## src/rtl/tile_draw_engine.sv

```systemverilog
// Tile painter: walks one TILE_W x TILE_H cell of the framebuffer in raster order,
// emitting one registered x/y/color/plot write per cycle with an optional border ring.
module tile_draw_engine #(
   parameter int X_W       = 8,
   parameter int Y_W       = 7,
   parameter int C_W       = 3,
   parameter int SCREEN_W  = 160,
   parameter int SCREEN_H  = 120,
   parameter int TILE_W    = 20,
   parameter int TILE_H    = 15,
   parameter int GRID_COLS = 8,
   parameter int GRID_ROWS = 8,
   parameter int ORIGIN_X  = 0,
   parameter int ORIGIN_Y  = 0,
   parameter int BORDER    = 1,
   parameter int COL_W     = 3,
   parameter int ROW_W     = 3
) (
   input  logic             clk,
   input  logic             reset,
   input  logic             start,
   input  logic [COL_W-1:0] col,
   input  logic [ROW_W-1:0] row,
   input  logic [C_W-1:0]   fill_color,
   input  logic [C_W-1:0]   border_color,
   input  logic             border_en,
   output logic             busy,
   output logic             done,
   output logic             err,
   output logic [X_W-1:0]   x,
   output logic [Y_W-1:0]   y,
   output logic [C_W-1:0]   color,
   output logic             plot
);
   localparam int PX_W = X_W + 8;
   localparam int PY_W = Y_W + 8;
   localparam int DX_W = $clog2(TILE_W + 1);
   localparam int DY_W = $clog2(TILE_H + 1);

   localparam logic [1:0] S_IDLE = 2'd0;
   localparam logic [1:0] S_DRAW = 2'd1;
   localparam logic [1:0] S_DONE = 2'd2;

   logic [1:0]      state_q, state_d;
   logic [PX_W-1:0] base_x_q, base_x_d;
   logic [PY_W-1:0] base_y_q, base_y_d;
   logic [DX_W-1:0] dx_q, dx_d;
   logic [DY_W-1:0] dy_q, dy_d;
   logic [C_W-1:0]  fill_q, fill_d, border_q, border_d;
   logic            ben_q, ben_d;
   logic [X_W-1:0]  x_q, x_d;
   logic [Y_W-1:0]  y_q, y_d;
   logic [C_W-1:0]  color_q, color_d;
   logic            plot_q, plot_d, done_q, done_d, err_q, err_d;

   logic            emit, on_edge, in_range, last_px;
   logic [PX_W-1:0] sel_bx, px;
   logic [PY_W-1:0] sel_by, py;
   logic [DX_W-1:0] sel_dx;
   logic [DY_W-1:0] sel_dy;
   logic [C_W-1:0]  sel_fill, sel_border;
   logic            sel_ben;

   assign in_range = (32'(col) < GRID_COLS) && (32'(row) < GRID_ROWS);
   assign last_px  = (dx_q == DX_W'(TILE_W - 1)) && (dy_q == DY_W'(TILE_H - 1));

   // The accept cycle already registers pixel (0,0), so the pixel source is
   // muxed between the incoming request and the latched tile.
   always_comb begin
      state_d    = state_q;
      base_x_d   = base_x_q;
      base_y_d   = base_y_q;
      dx_d       = dx_q;
      dy_d       = dy_q;
      fill_d     = fill_q;
      border_d   = border_q;
      ben_d      = ben_q;
      x_d        = x_q;
      y_d        = y_q;
      color_d    = color_q;
      plot_d     = 1'b0;
      done_d     = 1'b0;
      err_d      = 1'b0;
      emit       = 1'b0;
      sel_bx     = base_x_q;
      sel_by     = base_y_q;
      sel_dx     = dx_q;
      sel_dy     = dy_q;
      sel_fill   = fill_q;
      sel_border = border_q;
      sel_ben    = ben_q;
      case (state_q)
         S_IDLE: begin
            if (start) begin
               if (in_range) begin
                  state_d    = S_DRAW;
                  base_x_d   = PX_W'(ORIGIN_X) + PX_W'(32'(col) * TILE_W);
                  base_y_d   = PY_W'(ORIGIN_Y) + PY_W'(32'(row) * TILE_H);
                  dx_d       = '0;
                  dy_d       = '0;
                  fill_d     = fill_color;
                  border_d   = border_color;
                  ben_d      = border_en;
                  emit       = 1'b1;
                  sel_bx     = base_x_d;
                  sel_by     = base_y_d;
                  sel_dx     = '0;
                  sel_dy     = '0;
                  sel_fill   = fill_color;
                  sel_border = border_color;
                  sel_ben    = border_en;
               end else begin
                  err_d = 1'b1;
               end
            end
         end
         S_DRAW: begin
            if (last_px) begin
               state_d = S_DONE;
               done_d  = 1'b1;
            end else begin
               if (dx_q == DX_W'(TILE_W - 1)) begin
                  dx_d = '0;
                  dy_d = dy_q + DY_W'(1);
               end else begin
                  dx_d = dx_q + DX_W'(1);
               end
               emit   = 1'b1;
               sel_dx = dx_d;
               sel_dy = dy_d;
            end
         end
         S_DONE:  state_d = S_IDLE;
         default: state_d = S_IDLE;
      endcase
      px      = sel_bx + PX_W'(sel_dx);
      py      = sel_by + PY_W'(sel_dy);
      on_edge = (int'(sel_dx) < BORDER) || (int'(sel_dx) >= TILE_W - BORDER) ||
                (int'(sel_dy) < BORDER) || (int'(sel_dy) >= TILE_H - BORDER);
      if (emit) begin
         x_d     = px[X_W-1:0];
         y_d     = py[Y_W-1:0];
         color_d = (sel_ben && (BORDER > 0) && on_edge) ? sel_border : sel_fill;
         plot_d  = (32'(px) < SCREEN_W) && (32'(py) < SCREEN_H);
      end
   end

   always_ff @(posedge clk) begin
      if (reset) begin
         state_q  <= S_IDLE;
         base_x_q <= '0;
         base_y_q <= '0;
         dx_q     <= '0;
         dy_q     <= '0;
         fill_q   <= '0;
         border_q <= '0;
         ben_q    <= 1'b0;
         x_q      <= '0;
         y_q      <= '0;
         color_q  <= '0;
         plot_q   <= 1'b0;
         done_q   <= 1'b0;
         err_q    <= 1'b0;
      end else begin
         state_q  <= state_d;
         base_x_q <= base_x_d;
         base_y_q <= base_y_d;
         dx_q     <= dx_d;
         dy_q     <= dy_d;
         fill_q   <= fill_d;
         border_q <= border_d;
         ben_q    <= ben_d;
         x_q      <= x_d;
         y_q      <= y_d;
         color_q  <= color_d;
         plot_q   <= plot_d;
         done_q   <= done_d;
         err_q    <= err_d;
      end
   end

   assign busy  = (state_q != S_IDLE);
   assign done  = done_q;
   assign err   = err_q;
   assign x     = x_q;
   assign y     = y_q;
   assign color = color_q;
   assign plot  = plot_q;
endmodule

```

## config.mk

```make
export PLATFORM = sky130hd
export DESIGN_NAME = tile_draw_engine
export DESIGN_NICKNAME = d
export VERILOG_FILES = /design/src/rtl/tile_draw_engine.sv
export SDC_FILE = /design/constraint.sdc
export NUM_CORES = 1
export LEC_CHECK = 0
export ABC_AREA = 1
export CAP_MARGIN = 20
export CORE_UTILIZATION = 36
export CTS_CLUSTER_DIAMETER = 60
export CTS_CLUSTER_SIZE = 20
export DETAILED_ROUTE_END_ITERATION = 7
export HOLD_SLACK_MARGIN = 0.06
export PLACE_DENSITY_LB_ADDON = 0.25
export SYNTH_ARGS = -nofsm -noshare
export SYNTH_HDL_FRONTEND = slang
export SYNTH_SLANG_ARGS = --single-unit
```

## constraint.sdc

```tcl
create_clock -name clk -period 4.3 [get_ports clk]
set_input_delay 0.645 -clock clk [delete_from_list [all_inputs] [get_ports clk]]
set_output_delay 0.645 -clock clk [all_outputs]
set_load 0.02 [all_outputs]
```

== After elaboration in Yosys (flattened, before gate mapping) ==
Index checks and enable logic that the tools add are counted.
Word-level totals
  bits in registers: 69
  bits of input ports: 16
  output and inout port bits: 22
  word-level logic and storage cells: 69
Operators by class
  $add $sub $neg: 4
  $mul: 2
  $lt $le $gt $ge: 6
  eq/ne operators: 5
  multiplexer cells: 26
  bitwise operators: 2
  reductions and logical operators: 11
Operator list (number)
  $mux 16: 2
  $mux 15: 2
  $add 16x5->16: 1
  $lt 16x8->1 const B: 1
  $add 15x4->15: 1
  $lt 15x7->1 const B: 1
  $mux 3: 5
  $mux 5: 3
  $mux 4: 3
  $pmux 5 s2: 1
  $pmux 4 s2: 1
  $mul 3x4->7 const B: 1
  $mul 3x3->6 const B: 1
  $add 5x1->5 const B: 1
  $eq 5x5->1 const B: 1
  $ge 5x5->1 const B: 1
  $lt 5x1->1 const B: 1
  $mux 1: 5
  $add 4x1->4 const B: 1
  $eq 4x4->1 const B: 1
  $ge 4x4->1 const B: 1
  $lt 4x1->1 const B: 1
  $mux 2: 2
  $ne 2x2->1 const B: 2
  10 further kinds: 16

== Longest topological paths before layout ==
Gate-level depths: netlist of run 1.
  depth in word-level cells: 10
  gate-level depth with buffers: 25
  gate-level depth less buffers: 25

== Worst setup path before layout of run 1 ==
No wires, ideal clock.
  path type: input-to-reg
  from: in row[0]
  to: reg plot_q, in the netlist plot
  library setup time: 0.112 ns
  data arrival time: 3.320 ns
  data required time: 4.188 ns
  path slack: 0.868 ns
  stages: 20
  path buffers: 0
  path through: fa_1 ha_1 fa_1 inv_1 o21ai_0 ha_1 inv_1 o21ai_0 nor2_1 inv_1 nand2_1 nand2_1 nor2_1 nand3_1 nor2_1 nor2_1 nand2_1 nor2_1 nand2_1 nor2_2
Between the ends
  cells in the longest elaborated chain, start to end: 6
Ends and longest elaborated chain
  start: declaration: line 23  | input logic [ROW_W-1:0] row,
  $mul 3x4->7: line 98  | base_y_d = PY_W'(ORIGIN_Y) + PY_W'(32'(row) * TILE_H);
  $mux 15: line 94  | if (start) begin
  $mux 15: line 92  | case (state_q)
  $add 15x4->15: line 137  | py = sel_by + PY_W'(sel_dy);
  $lt 15x7->1: line 144  | plot_d = (32'(px) < SCREEN_W) && (32'(py) < SCREEN_H);
  $logic_and 1x1->1: line 144
  end signal: assignment: line 176  | plot_q <= plot_d;
  end: declaration: line 54  | logic plot_q, plot_d, done_q, done_d, err_q, err_d;
Every way passes these cells.
A chain may end at the register's enable or synchronous reset.

== Final worst setup path of run 1 ==
  from: in row[2]
  to: reg plot_q, in the netlist plot
The elaborated chain is that of the path after synthesis.

==> metrics.md, run 1 <==
| Metric | Value |
|---|---|
| Max-slew headroom | `28.38%` |
| CP Max Fanout | `4` |
| Number of global-route vias before repair | `3602` |
| CP required | `4.58 ns` |
| Critical path startpoint | `row[2]` |
| Antenna diodes | `0` |
| DRC violations left | `0` |
| Fmax | `0.2587 GHz` |
| Worst-Skew Late Latency | `0.33 ns` |
| Status | `finished, final reports clean` |
| Layout Nets | `692` |
| Final ANT Viol Nets | `0` |
| Syn Area/Cell | `6.706 µm²` |
| Reg2reg path depth | `21` |
| Measured slew at the worst slew-check pin | `1.073 ns` |
| Initial Util | `37.51%` |
| RSZ-0062 raised after global routing | `false` |
| Wirelength per Cell | `12.47 µm` |
| Kind of critical path | `in2reg` |
| Synth cell types | `36` |
| Period minus WS final | `3.865 ns` |
| Global Route Usage Sum | `18.06%` |
| CP dominant cell by count | `inv_1` |
| Ys Warns | `0` |
| Clk slew on worst S/H paths | `0.06 ns` |
| Routed vias | `3926` |
| Post-Synthesis Cells | `617` |
| Fillers | `1151` |
| Routability Congestion | `0.8661` |
| Setup_tns | `0 ns` |
| Routed WL | `9912 µm` |
| Cts repair resizes | `0` |
| Pre-antenna DRT Iters | `5` |
| Adder-cell share of the synthesized area | `8.769%` |
| Util after Layout | `45.01%` |
| Mux contribution to synthesized area | `0.7257%` |
| First-pass GRT wire length | `16660 µm` |
| Syn Nets | `659` |
| Synth Area in Compound Gates | `8.497%` |
| CP Capture Point | `plot$_SDFF_PP0_` |
| Stages on the worst setup path | `17` |
| I/O pins | `38` |
| TritonCTS Buffers | `9` |
| CP top delay family | `adder cells` |
| Arr. time, crit path | `4.14 ns` |
| # clock sinks | `69` |
| Clk_skew | `0.004665 ns` |
| Total core area | `0.01103 mm²` |
| Xor and xnor area share after synthesis | `2.117%` |
| Initial antenna violation count | `0` |
| Hold Path Cell Cnt | `2` |
| Max-cap check violation count | `0` |
| PD cells | `380.0 mW/mm²` |
| Max Slew Vio Count | `0` |
| Std-Cell Rows | `38` |
| Placed Area | `0.004606 mm²` |
| Maximum clock path buffer count | `2` |
| R2r startpoint | `dx_q[0]$_SDFF_PP0_` |
| P_leak | `2.327 nW` |
| Slowest stage cell, crit path | `clkdlybuf4s50_1` |
| PortBufs | `36` |
| CP Cell Sequence | `clkdlybuf4s50_1 -> fa_1 -> ha_1 -> fa_1 -> inv_1 -> o21ai_0 -> ha_1 -> inv_1 -> o21ai_0 -> nor2_1 -> nor2_1 -> nand4_1 -> inv_1 -> nand3_1 -> xnor2_1 -> nand3_1 -> nor2_2` |
| Design Area, Final | `0.004965 mm²` |
| 1st-iter DRT viols | `202` |
| Mapped cell area | `0.004138 mm²` |
| Endpoint type of the worst setup path | `register` |
| Grt ovf | `0` |
| Vias per cell | `4.938` |
| Highest-count cells in the layout ignoring fill and taps | `nand2_1 (136), nor2_1 (95), inv_1 (88)` |
| CP Launch Type | `primary input` |
| Final hold vios | `0` |
| Buf+Inv Stages, Crit Path | `4` |
| Reg2Reg Capture Point | `plot$_SDFF_PP0_` |
| Slowest stage delay, CP | `0.55 ns` |
| Hold WC Path Type | `reg2reg` |
| Fin crit share | `89.88%` |
| Clk root buf | `clkbuf_16` |
| #FFs+latches synth | `69` |
| Area grow syn2layout | `19.99%` |
| Largest family of logic cells by synthesized area | `simple AND/OR/NAND/NOR gates` |
| Htree depth | `3` |
| Share of layout cells above drive strength 1 | `7.328%` |
| Die area | `0.01193 mm²` |
| Die W | `109.2 µm` |
| Simple-gate portion of the synthesized area | `35.83%` |
| Post-synthesis sequential area ratio | `33.38%` |
| Peak supply drop | `0.1627 mV` |
| Die H | `109.2 µm` |
| Setup bufs post-CTS | `0` |
| Largest net degree at the start of global routing | `53` |
| Most common cell after layout, fill and taps aside | `nand2_1` |
| Reg2Reg Setup Slack | `1.09 ns` |
| Hold_buf cts | `0` |
| DP HPWL | `7095 µm` |
| CTS tree | `yes` |
| Final setup violation count | `0` |
==> worst min-delay path by stage <==
stage / from / to
floorplan: base_x_q[0]$_SDFF_PP0_ / base_x_q[0]$_SDFF_PP0_
global placement: base_x_q[1]$_SDFF_PP0_ / base_x_q[1]$_SDFF_PP0_
detailed placement: base_x_q[1]$_SDFF_PP0_ / base_x_q[1]$_SDFF_PP0_
CTS: base_x_q[1]$_SDFF_PP0_ / base_x_q[1]$_SDFF_PP0_
global route: base_x_q[0]$_SDFF_PP0_ / base_x_q[0]$_SDFF_PP0_
finish: base_x_q[1]$_SDFF_PP0_ / base_x_q[1]$_SDFF_PP0_
==> per-layer routing <==
metal | vias to the layer above | part of all wire (%) | track usage, %
met5 | - | 0 | 0
met4 | 0 | 2.1 | 7.238
met3 | 17 | 4.0 | 3.586
met2 | 78 | 45 | 29.56
met1 | 1804 | 48 | 23.20
li1 | 2027 | - | -
==> power by group <==
part / internal (mW) / leakage (nW) / switching (mW)
clock network: 0.599 / 0.172 / 0.284
registers: 0.676 / 0.564 / 0.0167
logic: 0.119 / 1.59 / 0.192
total: 1.39 / 2.33 / 0.493
==> flip-flops by register name, indices dropped and copies added, names as in the netlist <==
signal    cells
border_q      3
done          1
base_x_q     16
ben_q         1
fill_q        3
x             8
base_y_q     15
dx_q          5
y             7
plot          1
dy_q          4
state_q       2
color         3
==> through the flow <==
stage	power [mW]	setup WS [ns]	hold WS [ns]	std cells
floorplan	0.9124	0.8683	0.4246	617
global placement	1.014	0.1996	0.4359	779
detailed placement	1.017	0.1308	0.4369	779
CTS	1.905	0.4774	0.4458	795
global route	1.981	0.1088	0.4677	795
finish	1.887	0.4352	0.4456	795
==> synthesized netlist by cell type, drive strengths merged <==
master	number	share of area, %
nand2	141	13
nor2	104	10
inv	90	8.2
dfxtp	69	33
nand3	55	6.7
o21ai	34	4.2
a21oi	24	3.3
ha	21	6.4
nand4	17	2.7
clkbuf	10	0.91
buf	9	1.5
nor3	6	0.85
xor2	6	1.3
fa	5	2.4
or2	5	0.76
nand3b	4	0.73
xnor2	4	0.85
mux2i	3	0.73
nor4	3	0.45
o211ai	3	0.54
a31oi	2	0.30
a211oi	1	0.18
conb	1	0.091
==> worst register-to-register path, stage by stage (launching register included) <==
cell and delay, ns:
dfxtp_1 0.42, ha_1 0.27, nand2_1 0.11, nor2_4 0.23
nand2_1 0.13, nand2_1 0.08, nand3_1 0.08, nand2_1 0.14
ha_1 0.23, fa_1 0.24, nand3_1 0.08, nand2_1 0.14
nand2_1 0.07, nand2_1 0.10, nand3_1 0.14, o21ai_0 0.17
nand2_1 0.07, nor2_1 0.14, nand3_1 0.09, nor2_1 0.10
nand2_1 0.06, nor2_2 0.06
==> area by class of cell <==
class	count	area, µm²	area share, %
Sequential cell	69	1381	27.82
Clock inverter	5	106.4	2.142
Timing Repair Buffer	41	392.9	7.913
Inverter	90	337.8	6.804
Clock buffer	11	252.7	5.091
Multi-Input combinational cell	439	2318	46.70
Tap cell	140	175.2	3.528
==> kinds of logic after synthesis <==
group | count (synthesis)
AND/OR/NAND/NOR | 335
adder cells (fa/ha/maj) | 26
AO/OA/AOI/OAI | 64
multiplexers | 3
buffers and inverters | 109
other | 1
flip-flops | 69
XOR/XNOR | 10
(Power assumes the default switching activity.)
==> run 2: changes to the inputs <==
--- a/config.mk
+++ b/config.mk
@@ -7,8 +7,8 @@
 export LEC_CHECK = 0
 export ABC_AREA = 1
 export CAP_MARGIN = 20
+export CORE_ASPECT_RATIO = 2
 export CORE_UTILIZATION = 36
-export CTS_CLUSTER_DIAMETER = 60
 export CTS_CLUSTER_SIZE = 20
 export DETAILED_ROUTE_END_ITERATION = 7
 export HOLD_SLACK_MARGIN = 0.06
==> run 2 against run 1 <==
Effect of this change: global-route usage up 0.22 points; combinational power is essentially flat; clock skew grew 0.0029 ns; clock-buffer cell count did not move; via count is 0.64% lower; critical endpoint unchanged; largest power group unchanged; sequential cell count did not move; worst setup slack lost 0.016 ns; register-to-register slack worse by 0.13 ns; largest cell class unchanged; sequential share of layout area up 0.084 points.
==> metrics.md, run 2 (same netlist as run 1, synthesis figures left out) <==
| Metric | Value |
|---|---|
| Status | `finished, final reports clean` |
| Placed Area | `0.004623 mm² (+0.38%)` |
| Die H | `153.6 µm (+41%)` |
| Hold_buf cts | `0 (unchanged)` |
| Design Area, Final | `0.004950 mm² (-0.30%)` |
| Die area | `0.01195 mm² (+0.21%)` |
| Die W | `77.81 µm (-29%)` |
| Worst-Skew Late Latency | `0.34 ns (about the same)` |
| Cts repair resizes | `0 (unchanged)` |
| RSZ-0062 raised after global routing | `false` |
| Largest net degree at the start of global routing | `53 (unchanged)` |
| Most common cell after layout, fill and taps aside | `nand2_1` |
| Clk root buf | `clkbuf_16` |
| Total power | `1.811 mW (-4.0%)` |
| Setup_tns | `0 ns (unchanged)` |
| Share of layout cells above drive strength 1 | `7.458% (+0.13 points)` |
| Post-Place Cells | `783 (+0.51%)` |
| Maximum clock path buffer count | `2 (unchanged)` |
| Hold WC Path Type | `reg2reg` |
| Final hold vios | `0 (unchanged)` |
| Post-place setup slack | `0.06951 ns (-0.06125 ns)` |
| DRC violations left | `0 (unchanged)` |
| Number of global-route vias before repair | `3825 (+6.2%)` |
| CP Max Fanout | `4 (unchanged)` |
| Clk slew on worst S/H paths | `0.06 ns (about the same)` |
| I/O pins | `38 (unchanged)` |
| 1st-iter DRT viols | `186 (-7.9%)` |
| Area grow syn2layout | `19.63%` |
| Max reg flops | `16 (unchanged)` |
| DP HPWL | `7705 µm (+8.6%)` |
| PortBufs | `36 (unchanged)` |
| Wirelength per Cell | `12.70 µm (+1.9%)` |
| Fin crit share | `90.25% (+0.37 points)` |
| Routed WL | `10150 µm (+2.4%)` |
| Antenna diodes | `0 (unchanged)` |
| Clk_skew | `0.007586 ns (+0.002921 ns)` |
| Kind of critical path | `in2reg` |
| PnR worst setup slack | `0.4193 ns (-0.01597 ns)` |
| Grt ovf | `0 (unchanged)` |
| Initial Util | `36.89% (-0.62 points)` |
| Endpoint type of the worst setup path | `register` |
| Initial antenna violation count | `0 (unchanged)` |
| Max Slew Vio Count | `0 (unchanged)` |
| Measured slew at the worst slew-check pin | `1.009 ns (-0.06414 ns)` |
| CP required | `4.53 ns (-0.05 ns)` |
| Arr. time, crit path | `4.11 ns (-0.03 ns)` |
| PD cells | `365.9 mW/mm² (-3.7%)` |
| Layout Nets | `694 (+0.29%)` |
| Routability Congestion | `0.9180 (+6.0%)` |
| Vias per cell | `4.882 (-1.1%)` |
| P_leak | `2.317 nW (-0.45%)` |
| Routed vias | `3901 (-0.64%)` |
| Final setup violation count | `0 (unchanged)` |
| Final ANT Viol Nets | `0 (unchanged)` |
| Fin cells | `799 (+0.50%)` |
| CTS tree | `yes` |
| Pre-antenna DRT Iters | `4 (-1)` |
| Max-slew headroom | `32.66% (+4.3 points)` |
| Htree depth | `3 (unchanged)` |
| Setup bufs post-CTS | `0 (unchanged)` |
| Global Route Usage Sum | `18.28% (+0.22 points)` |
| Std-Cell Rows | `55 (+45%)` |
| Max-cap check violation count | `0 (unchanged)` |
| Period minus WS final | `3.881 ns (+0.01597 ns)` |
| TritonCTS Buffers | `9 (unchanged)` |
| CP Launch Type | `primary input` |
| # clock sinks | `69 (unchanged)` |
| Highest-count cells in the layout ignoring fill and taps | `nand2_1 (136), nor2_1 (95), inv_1 (88)` |
| Total core area | `0.01122 mm² (+1.7%)` |
| Peak supply drop | `0.2018 mV (+24%)` |
| First-pass GRT wire length | `17040 µm (+2.3%)` |
| Most flops, register | `base_x_q` |
| Fmax | `0.2577 GHz (-0.41%)` |
## run 2: report_power, final
part / leakage [nW] / switching, mW / internal (mW)
clock network: 0.152 / 0.282 / 0.524
registers: 0.564 / 0.0163 / 0.676
logic: 1.60 / 0.193 / 0.120
total: 2.32 / 0.491 / 1.32
## run 2: worst paths after layout
path | startpoint | to | slack (ns) | cells after the start
setup / recovery | row[1] | plot$_SDFF_PP0_ | 0.42 | 21
hold / removal | base_x_q[1]$_SDFF_PP0_ | base_x_q[1]$_SDFF_PP0_ | 0.45 | 2
setup reg to reg | dx_q[0]$_SDFF_PP0_ | plot$_SDFF_PP0_ | 0.96 | 21
hold reg to reg | base_x_q[1]$_SDFF_PP0_ | base_x_q[1]$_SDFF_PP0_ | 0.45 | 2
## run 2: through the flow
stage | hold WS, ns | utilization (%)
2_1_floorplan | 0.4246 | -
3_3_place_gp | 0.4355 | 41.22
3_5_place_dp | 0.4407 | 41.22
4_1_cts | 0.4506 | 44.13
5_1_grt | 0.4638 | 44.13
6_report | 0.4493 | 44.13
## run 2: cell type report
cell class	instances	area, µm²
tap	142	177.7
sequential	69	1381
clock buffer	11	242.7
fill	1180	6267
inverter	90	337.8
timing repair buffer	43	407.9
multi-input combinational	439	2318
clock inverter	5	83.83
## run 2: critical path: stages
cell,delay (ns)
clkdlybuf4s50_1,0.56
fa_1,0.51
ha_1,0.26
fa_1,0.49
inv_1,0.04
o21ai_0,0.22
ha_1,0.30
inv_1,0.09
o21ai_0,0.07
nor2_1,0.17
inv_1,0.10
nand2_1,0.07
nand2_1,0.06
nor2_1,0.10
nand3_1,0.08
nor2_1,0.09
nor2_1,0.05
nand2_1,0.05
nor2_1,0.04
nand2_1,0.08
nor2_2,0.03
## run 2: per-layer routing
| metal | up-vias | share of wire [%] | track usage (%) |
|---|---|---|---|
| met3 | 18 | 2.8 | 3.561 |
| met5 | - | 0 | 0 |
| li1 | 2031 | - | - |
| met4 | 0 | 2.2 | 7.188 |
| met2 | 67 | 55 | 35.99 |
| met1 | 1785 | 39 | 18.04 |
==> run 3: changes to the inputs <==
--- a/config.mk
+++ b/config.mk
@@ -8,7 +8,7 @@
 export ABC_AREA = 1
 export CAP_MARGIN = 20
 export CORE_ASPECT_RATIO = 2
-export CORE_UTILIZATION = 36
+export CORE_UTILIZATION = 45
 export CTS_CLUSTER_SIZE = 20
 export DETAILED_ROUTE_END_ITERATION = 7
 export HOLD_SLACK_MARGIN = 0.06
==> run 3 against run 2 <==
Effect of this change: clock power down 7.6%; via count increased by 0.15%; non-clock buffer count shrank 1; final cell count down 5.4%; global-route usage rose by 3.3 points; clock-buffer cell count up 2; routed wire length decreased by 2.3%; register-to-register slack gained 0.05 ns; critical path depth did not move; worst hold slack got worse by 0.00063 ns; critical endpoint unchanged; largest cell class unchanged.
==> metrics.md, run 3 (same netlist as run 1, synthesis figures left out) <==
| Metric | Value |
|---|---|
| Status | `finished, final reports clean` |
| Largest net degree at the start of global routing | `52 (-1.9%)` |
| Setup_tns | `0 ns (unchanged)` |
| Final hold vios | `0 (unchanged)` |
| First-pass GRT wire length | `16150 µm (-5.2%)` |
| Final ANT Viol Nets | `0 (unchanged)` |
| Placed Area | `0.004566 mm² (-1.2%)` |
| Design Area, Final | `0.004866 mm² (-1.7%)` |
| Fmax | `0.2541 GHz (-1.4%)` |
| Final setup violation count | `0 (unchanged)` |
| Initial antenna violation count | `0 (unchanged)` |
| Die W | `69.81 µm (-10%)` |
| Share of layout cells above drive strength 1 | `7.034% (-0.42 points)` |
| Area grow syn2layout | `17.60%` |
| Std-Cell Rows | `49 (-11%)` |
| Die area | `0.009606 mm² (-20%)` |
| Max Slew Vio Count | `0 (unchanged)` |
| PD cells | `359.3 mW/mm² (-1.8%)` |
| Initial Util | `46.23% (+9.3 points)` |
| Max-slew headroom | `34.65% (+2.0 points)` |
| DP HPWL | `7386 µm (-4.2%)` |
| Number of global-route vias before repair | `3744 (-2.1%)` |
| Global Route Usage Sum | `21.62% (+3.3 points)` |
| Pre-antenna DRT Iters | `4 (unchanged)` |
| PortBufs | `36 (unchanged)` |
| Clk root buf | `clkbuf_16` |
| Fin crit share | `91.51% (+1.3 points)` |
| Endpoint type of the worst setup path | `register` |
| TritonCTS Buffers | `9 (unchanged)` |
| Kind of critical path | `in2reg` |
| Grt ovf | `0 (unchanged)` |
| Most flops, register | `base_x_q` |
| DRC violations left | `0 (unchanged)` |
| Htree depth | `3 (unchanged)` |
| I/O pins | `38 (unchanged)` |
| Max-cap check violation count | `0 (unchanged)` |
| # clock sinks | `69 (unchanged)` |
| Setup bufs post-CTS | `0 (unchanged)` |
| Total core area | `0.008951 mm² (-20%)` |
| Die H | `137.6 µm (-10%)` |
| Period minus WS final | `3.935 ns (+0.05404 ns)` |
| Maximum clock path buffer count | `2 (unchanged)` |
| CTS tree | `yes` |
| Max reg flops | `16 (unchanged)` |
| Clk_skew | `0.01178 ns (+0.004193 ns)` |
| Clk slew on worst S/H paths | `0.05 ns (about the same)` |
| CP Max Fanout | `4 (unchanged)` |
| Measured slew at the worst slew-check pin | `0.9792 ns (-0.02982 ns)` |
| CP Launch Type | `primary input` |
| Layout Nets | `693 (-0.14%)` |
| Vias per cell | `5.168 (+5.9%)` |
| 1st-iter DRT viols | `167 (-10%)` |
| Total power | `1.748 mW (-3.5%)` |
| RSZ-0062 raised after global routing | `false` |
| CP required | `4.53 ns (about the same)` |
| Hold WC Path Type | `reg2reg` |
| Routability Congestion | `0.9008 (-1.9%)` |
| Antenna diodes | `0 (unchanged)` |
| Routed WL | `9916 µm (-2.3%)` |
| Cts repair resizes | `0 (unchanged)` |
| Arr. time, crit path | `4.17 ns (+0.06 ns)` |
| Routed vias | `3907 (+0.15%)` |
| Highest-count cells in the layout ignoring fill and taps | `nand2_1 (136), nor2_1 (95), inv_1 (88)` |
| Most common cell after layout, fill and taps aside | `nand2_1` |
| Wirelength per Cell | `13.12 µm (+3.3%)` |
| Hold_buf cts | `0 (unchanged)` |
| Worst-Skew Late Latency | `0.34 ns (about the same)` |
| P_leak | `2.308 nW (-0.38%)` |
| Peak supply drop | `0.2269 mV (+12%)` |
run 3: cell types whose count changed in the layout (fill, tap and decap cells not counted):
cell / previous run / this run
clkbuf_8: 1 / 3
clkinvlp_4: 2 / 0
buf_4: 7 / 6
bufinv_16: 2 / 1
clkinv_4: 1 / 0
run 3: area by class of cell:
type / count / area (µm²)
timing repair buffer: 42 / 400.4
sequential: 69 / 1381
multi-input combinational: 439 / 2318
fill: 869 / 4085
clock inverter: 1 / 30.03
tap: 102 / 127.6
inverter: 90 / 337.8
clock buffer: 13 / 270.3
run 3: critical path, stage by stage:
cell	delay (ns)
clkdlybuf4s50_1	0.55
fa_1	0.51
ha_1	0.26
fa_1	0.48
inv_1	0.04
o21ai_0	0.24
ha_1	0.31
inv_1	0.09
o21ai_0	0.07
nor2_1	0.19
inv_1	0.11
nand2_1	0.08
nand2_1	0.07
nor2_1	0.09
nand3_1	0.08
nor2_1	0.09
nor2_1	0.04
nand2_1	0.06
nor2_1	0.04
nand2_1	0.08
nor2_2	0.04
run 3: power breakdown:
group | leakage (nW) | switching (mW) | internal, mW | total (mW)
logic | 1.60 | 0.191 | 0.119 | 0.310
clock network | 0.148 | 0.256 | 0.489 | 0.745
registers | 0.564 | 0.0162 | 0.677 | 0.693
run 3: path summary, 6_finish.rpt:
check                          from                endpoint  slack (ns)  depth (start not counted)
max                          row[1]         plot$_SDFF_PP0_        0.37                         21
min          base_x_q[1]$_SDFF_PP0_  base_x_q[1]$_SDFF_PP0_        0.45                          2
max reg2reg      dx_q[0]$_SDFF_PP0_         plot$_SDFF_PP0_        1.01                         20
min reg2reg  base_x_q[1]$_SDFF_PP0_  base_x_q[1]$_SDFF_PP0_        0.45                          2
run 3: through the flow:
stage | setup WS, ns | utilization (%) | hold WS (ns) | instances
6_report | 0.3652 | 54.36 | 0.4487 | 756
3_5_place_dp | 0.02929 | 51.01 | 0.4408 | 742
3_3_place_gp | 0.1612 | 51.01 | 0.4368 | 742
4_1_cts | 0.3763 | 54.36 | 0.4491 | 756
2_1_floorplan | 0.8683 | - | 0.4246 | 617
5_1_grt | 0.07732 | 54.36 | 0.4946 | 756
run 3: per-layer routing:
metal,global-route usage [%],up-vias,wire (µm)
met5,0,-,0
met3,4.243,28,298
met4,13.67,0,400
met1,20.15,1769,3698
li1,-,2027,-
met2,41.93,83,5518
